<file path="src/rtl/if_stage_pkg.sv">
`default_nettype none
// ============================================================================
// Package : if_stage_pkg
// Brief   : Shared pipeline constants and fetch-stage state encoding
// Rev     : 1.0  initial release
// ============================================================================
package if_stage_pkg;

    localparam logic [31:0] NOP              = 32'h0000_0013;
    localparam logic [31:0] RESET_PC_DEFAULT = 32'h0000_0000;

    typedef enum logic [1:0] {
        IDLE = 2'd0,
        REQ  = 2'd1,
        WAIT = 2'd2,
        HOLD = 2'd3
    } if_state_t;

endpackage
`default_nettype wire

</file>
<file path="src/rtl/if_stage.sv">
`default_nettype none
// ============================================================================
// Module : if_stage
// Brief  : RV32 instruction fetch with single-outstanding imem handshake,
//          redirect/stall handling and registered Instruction/PC_IF to decode
// Rev    : 1.0  initial release
// ============================================================================
module if_stage
    import if_stage_pkg::*;
#(
    parameter logic [31:0] RESET_PC = RESET_PC_DEFAULT
) (
    input  logic        clock,
    input  logic        reset,
    input  logic        stall,
    input  logic        redirect,
    input  logic [31:0] redirect_pc,
    output logic        imem_req,
    output logic [31:0] imem_addr,
    input  logic        imem_gnt,
    input  logic        imem_rvalid,
    input  logic [31:0] imem_rdata,
    output logic [31:0] Instruction,
    output logic [31:0] PC_IF,
    output logic        valid_IF
);

    if_state_t   r_state, w_state_next;
    logic [31:0] r_fetch_pc, w_fetch_pc_next;
    logic        r_kill, w_kill_next;
    logic [31:0] r_buf, w_buf_next;
    logic [31:0] r_instr, w_instr_next;
    logic [31:0] r_pc, w_pc_next;
    logic        r_valid, w_valid_next;

    logic [31:0] w_pc_plus4;
    logic [31:0] w_redirect_tgt;

    assign w_pc_plus4     = r_fetch_pc + 32'd4;
    assign w_redirect_tgt = redirect_pc & ~32'h0000_0003;

    // Memory-facing outputs come only from registers, never from imem inputs.
    assign imem_req    = (r_state == REQ);
    assign imem_addr   = r_fetch_pc;
    assign Instruction = r_instr;
    assign PC_IF       = r_pc;
    assign valid_IF    = r_valid;

    always_comb begin
        w_state_next    = r_state;
        w_fetch_pc_next = r_fetch_pc;
        w_kill_next     = r_kill;
        w_buf_next      = r_buf;
        w_pc_next       = r_pc;
        if (stall) begin
            w_instr_next = r_instr;
            w_valid_next = r_valid;
        end else begin
            w_instr_next = NOP;
            w_valid_next = 1'b0;
        end

        if (redirect) begin
            w_instr_next    = NOP;
            w_valid_next    = 1'b0;
            w_fetch_pc_next = w_redirect_tgt;
            case (r_state)
                IDLE: w_state_next = REQ;
                REQ: begin
                    if (imem_gnt) begin
                        w_kill_next  = 1'b1;
                        w_state_next = WAIT;
                    end
                end
                WAIT: begin
                    // A response arriving with the redirect is the in-flight
                    // one: drop it now rather than waiting for one that never comes.
                    if (imem_rvalid) begin
                        w_kill_next  = 1'b0;
                        w_state_next = REQ;
                    end else begin
                        w_kill_next  = 1'b1;
                    end
                end
                HOLD:    w_state_next = REQ;
                default: w_state_next = IDLE;
            endcase
        end else begin
            case (r_state)
                IDLE: w_state_next = REQ;
                REQ: begin
                    if (imem_gnt) begin
                        w_state_next = WAIT;
                    end
                end
                WAIT: begin
                    if (imem_rvalid) begin
                        if (r_kill) begin
                            w_kill_next  = 1'b0;
                            w_state_next = REQ;
                        end else if (!stall) begin
                            w_instr_next    = imem_rdata;
                            w_pc_next       = r_fetch_pc;
                            w_valid_next    = 1'b1;
                            w_fetch_pc_next = w_pc_plus4;
                            w_state_next    = REQ;
                        end else begin
                            w_buf_next   = imem_rdata;
                            w_state_next = HOLD;
                        end
                    end
                end
                HOLD: begin
                    if (!stall) begin
                        w_instr_next    = r_buf;
                        w_pc_next       = r_fetch_pc;
                        w_valid_next    = 1'b1;
                        w_fetch_pc_next = w_pc_plus4;
                        w_state_next    = REQ;
                    end
                end
                default: w_state_next = IDLE;
            endcase
        end
    end

    always_ff @(posedge clock or negedge reset) begin
        if (!reset) begin
            r_state    <= IDLE;
            r_fetch_pc <= RESET_PC;
            r_kill     <= 1'b0;
            r_buf      <= NOP;
            r_instr    <= NOP;
            r_pc       <= 32'h0000_0000;
            r_valid    <= 1'b0;
        end else begin
            r_state    <= w_state_next;
            r_fetch_pc <= w_fetch_pc_next;
            r_kill     <= w_kill_next;
            r_buf      <= w_buf_next;
            r_instr    <= w_instr_next;
            r_pc       <= w_pc_next;
            r_valid    <= w_valid_next;
        end
    end

endmodule
`default_nettype wire

</file>
<file path="config.mk">
export PLATFORM = sky130hd
export DESIGN_NAME = if_stage
export DESIGN_NICKNAME = d
export VERILOG_FILES = /design/src/rtl/if_stage_pkg.sv /design/src/rtl/if_stage.sv
export SDC_FILE = /design/constraint.sdc
export NUM_CORES = 1
export LEC_CHECK = 0
export ABC_AREA = 1
export ABC_CLOCK_PERIOD_IN_PS = 2350
export BUFFER_PORTS_ARGS = -buffer_cell sky130_fd_sc_hd__buf_2
export CORE_AREA = 2 2 132 102
export CTS_BUF_LIST = sky130_fd_sc_hd__clkbuf_8 sky130_fd_sc_hd__clkbuf_16
export CTS_CLUSTER_DIAMETER = 60
export CTS_CLUSTER_SIZE = 30
export DETAILED_ROUTE_END_ITERATION = 12
export DIE_AREA = 0 0 134 104
export GPL_TIMING_DRIVEN = 1
export PLACE_DENSITY = 0.76
export RECOVER_POWER = 50
export REMOVE_ABC_BUFFERS = 1
export SLEW_MARGIN = 10
export SYNTH_ARGS = -nofsm -noshare
export SYNTH_HDL_FRONTEND = slang
export SYNTH_SLANG_ARGS = --single-unit
</file>
<file path="constraint.sdc">
create_clock -name clock -period 2.35 [get_ports clock]
set_clock_uncertainty 0.2 [all_clocks]
set_input_delay 0.5875 -clock clock [delete_from_list [all_inputs] [get_ports clock]]
set_output_delay 0.5875 -clock clock [all_outputs]
set_load 0.02 [all_outputs]
</file>
==> results list <==
- STA classifies the critical path startpoint as a register.
* Mux share of post-synthesis cell area: 0.0562
* EDFF count, synth: 0
- Most frequently used flop master after synthesis: sky130_fd_sc_hd__dfrtp_1
- STA classifies the critical path endpoint as a register.
* Number of buffers added by the clock tree synthesis step: 17
- The repair_antennas step left the layout with diodes totalling 0.
* Fraction of final layout cells with drive strength greater than 1: 0.249
- Clock-pin slew was measured on the worst setup and hold paths at 0.06 ns.
- Maximum fanout count along the critical path: 19
- In this run the count of I/O pins placed on the die edge is 168.
* Average footprint of a synthesized cell: 8.46 µm²
* Initial core utilization: 0.491
- Top-count cell post-synth: sky130_fd_sc_hd__nand2_1
- Arithmetic-cell share of the synthesized area counting full adders, half adders and majority gates: 0.00806
- Relative slew slack: 0.453
- Data required time at the worst endpoint: 2.44 ns
* Total number of vias: 5686
- For this run the aggregate overflow at the end of global routing stands at 0.
- Dividing total power by cell area gives a power density of 1020 mW/mm².
- Number of antenna violations at the first check in global routing: 0
- Htree depth: 4
- Sink count of the clock tree: 128
* Average wire length per cell after detail routing: 15.6 µm
- Count of unique library cells instantiated by Yosys: 33
- The finished layout holds 1100 standard cells, fillers aside.
- The core region is 0.0127 mm².
- Total routed wirelength: 17100 µm
* Drt initial violations: 390
- In the routed design, unresolved DRC markers number 0.
* Floorplan die height: 104 µm
* CTS Root Buffer Type: sky130_fd_sc_hd__clkbuf_16
* Total die area: 0.0139 mm²
- Number of max-capacitance violations reported: 0
* Slew Viols, Final: 0
* Synthesized-area fraction occupied by xor and xnor cells: 0.00564
- Setup violations remaining at the end of the flow were counted as 0.
* Number of buffers on the longest clock path: 2
- The largest total area in the synthesized netlist belongs to sky130_fd_sc_hd__dfrtp_1.
- Arrival @ worst endpoint: 2.23 ns
* Static Leak: 0.00387 µW
- Part of the cycle the worst path needs: 0.908
- Worst Max-Slew Pin Slew: 0.820 ns
- Detail Route Antenna Nets: 0
- Dividing the detail-routed via count by the number of cells gives 5.17.
- Ys Warns: 0
- In the final timing run, aggregate negative setup slack is 0 ns.
- The synthesized design contains 128 register bits.
- The run finished with clean final reports.
* Nets@finish: 990
- Pin count of the biggest net entering global routing: 52
- In this run the cell area of the synthesized design comes to 0.00621 mm².
* Post-placement cell count: 1067
* Biggest area contributors in the synthesized netlist: sky130_fd_sc_hd__dfrtp_1 (49%), sky130_fd_sc_hd__nand2_1 (14%), sky130_fd_sc_hd__mux2_2 (5.6%)
* Fraction of the mapped netlist area in compound gates: 0.0918
- After synthesis, the largest family of logic cells by area is simple AND/OR/NAND/NOR gates.
- Of the post-synthesis cell area, the dominant cell type holds 0.491.
- Worst IR Drop VDD: 0.000653 V
- Post-synthesis to final-layout area growth: 27.3%
* Clk Latency, worst-skew pair: 0.42 ns
- Of the synthesized area, sequential elements account for 0.517.
- For the finished layout, the period the worst path requires is 2.13 ns.
- Number of optimization iterations in the first detailed-route pass: 5
- The setup path with the least slack is of type register to register.
- RePlAce Congestion: 0.819
* Synth top cells by count: sky130_fd_sc_hd__nand2_1 (239), sky130_fd_sc_hd__dfrtp_1 (122), sky130_fd_sc_hd__nor2_1 (67)
- The via count of the first global-routing pass was 5544.
- In the synthesized netlist, the number of instances is 734.
* Overall Global Routing Usage: 0.255
* Clock tree from TritonCTS: yes
- Counting flops with an async set or reset pin after synthesis yields a share of 1.00.
- In this run, post-CTS repair resized a total of 0 instances.
- Final-report hold violation count: 0
* Post-DP HPWL: 12100 µm
- Number of buffers added on ports: 161
- Type of the tightest min-delay check: input port to register
* Basic-gate share of the synthesized area counting and, or, nand and nor cells: 0.256
- The first global-routing pass estimated 28000 µm of wire.
* Setup repair after global routing missed its margin: no
- The die is 134 µm wide.
- Count of standard-cell rows: 36
- Max Fclk: 469 MHz
-- routing by layer --
layer	part of all wire	track usage
met5	0	0
met4	0.024	0.0965
met3	0.081	0.0619
met2	0.44	0.382
met1	0.45	0.360
-- metrics by stage --
stage               utilization  total power, µW  setup WS [ns]  hold WS (ns)  cell area, µm²
floorplan                     -             4500        -0.0586        0.0919            6030
detailed placement        0.584             5530          0.272         0.259            7390
CTS                       0.631             8150          0.233         0.179            7990
finish                    0.625             8030          0.217         0.193            7910
global placement          0.584             5470          0.313         0.253            7390
global route              0.625             8480         0.0653         0.198            7910
-- sequential cells by signal, summed over array words and instances (netlist names) --
| name | count |
|---|---|
| Instruction | 32 |
| r_buf | 32 |
| PC_IF | 30 |
| imem_addr | 30 |
| r_state | 2 |
| r_kill | 1 |
| valid_IF | 1 |
-- kinds of logic after synthesis --
logic type	after synthesis
AND/OR/NAND/NOR	379
flip-flops	128
AO/OA/AOI/OAI	99
buffers and inverters	88
multiplexers	31
adder cells (fa/ha/maj)	4
XOR/XNOR	4
other	1
-- critical path: stages, from the launching register on --
cell	delay [ns]
sky130_fd_sc_hd__dfrtp_1	0.39
sky130_fd_sc_hd__inv_1	0.10
sky130_fd_sc_hd__ha_1	0.27
sky130_fd_sc_hd__nor2_1	0.22
sky130_fd_sc_hd__nor2_4	0.06
sky130_fd_sc_hd__nand2_4	0.15
sky130_fd_sc_hd__nor2_8	0.05
sky130_fd_sc_hd__inv_4	0.21
sky130_fd_sc_hd__buf_4	0.18
sky130_fd_sc_hd__nor2_4	0.03
sky130_fd_sc_hd__nand3_1	0.07
sky130_fd_sc_hd__nand3_1	0.07
-- cell usage in the layout (no fill, tap or decap), drive strengths merged --
cell / count
mux2: 31
ha: 4
dlygate4sd3: 1
a31oi: 32
nor3: 3
clkinvlp: 1
conb: 4
inv: 61
nand4: 5
nand3: 54
nor2: 73
o22ai: 2
clkinv: 5
dfstp: 6
xor2: 4
a21oi: 16
clkbuf: 65
o211ai: 6
buf: 146
and2: 1
o21bai: 4
nand2: 243
o221ai: 2
o21ai: 37
dfrtp: 122
bufinv: 1
-- where the power goes --
part	internal, µW	leakage, µW	switching [µW]
Clock	1520	0.000287	1070
Combinational	773	0.00195	1540
Sequential	2740	0.00163	388
-- layout make-up --
cell class              count  area (µm²)
well taps                 171         214
inverters                  54         206
flip-flops and latches    128        3210
fillers                  1122        4750
clock buffers              18         439
multi-input cells         521        2610
repair buffers            194        1080
clock inverters            14         144
-- final timing paths --
check | start | to | slack [ns] | cells after the start
max | r_state[0] | imem_addr[9] | 0.22 | 11
min | redirect_pc[21] | imem_addr[21] | 0.19 | 3
max reg2reg | r_state[0] | imem_addr[9] | 0.22 | 11
min reg2reg | PC_IF[8] | PC_IF[8] | 0.28 | 2
max in group asynchronous | reset | Instruction[1] | 0.34 | 3
min in group asynchronous | reset | Instruction[2] | 0.60 | 2
-- what timing repair did --
action | in CTS | in global routing
hold buffers | 1 | 0
setup buffers | 0 | 0
endpoints found under the hold margin | 27 | 0
Power figures use the tool's default switching activity.
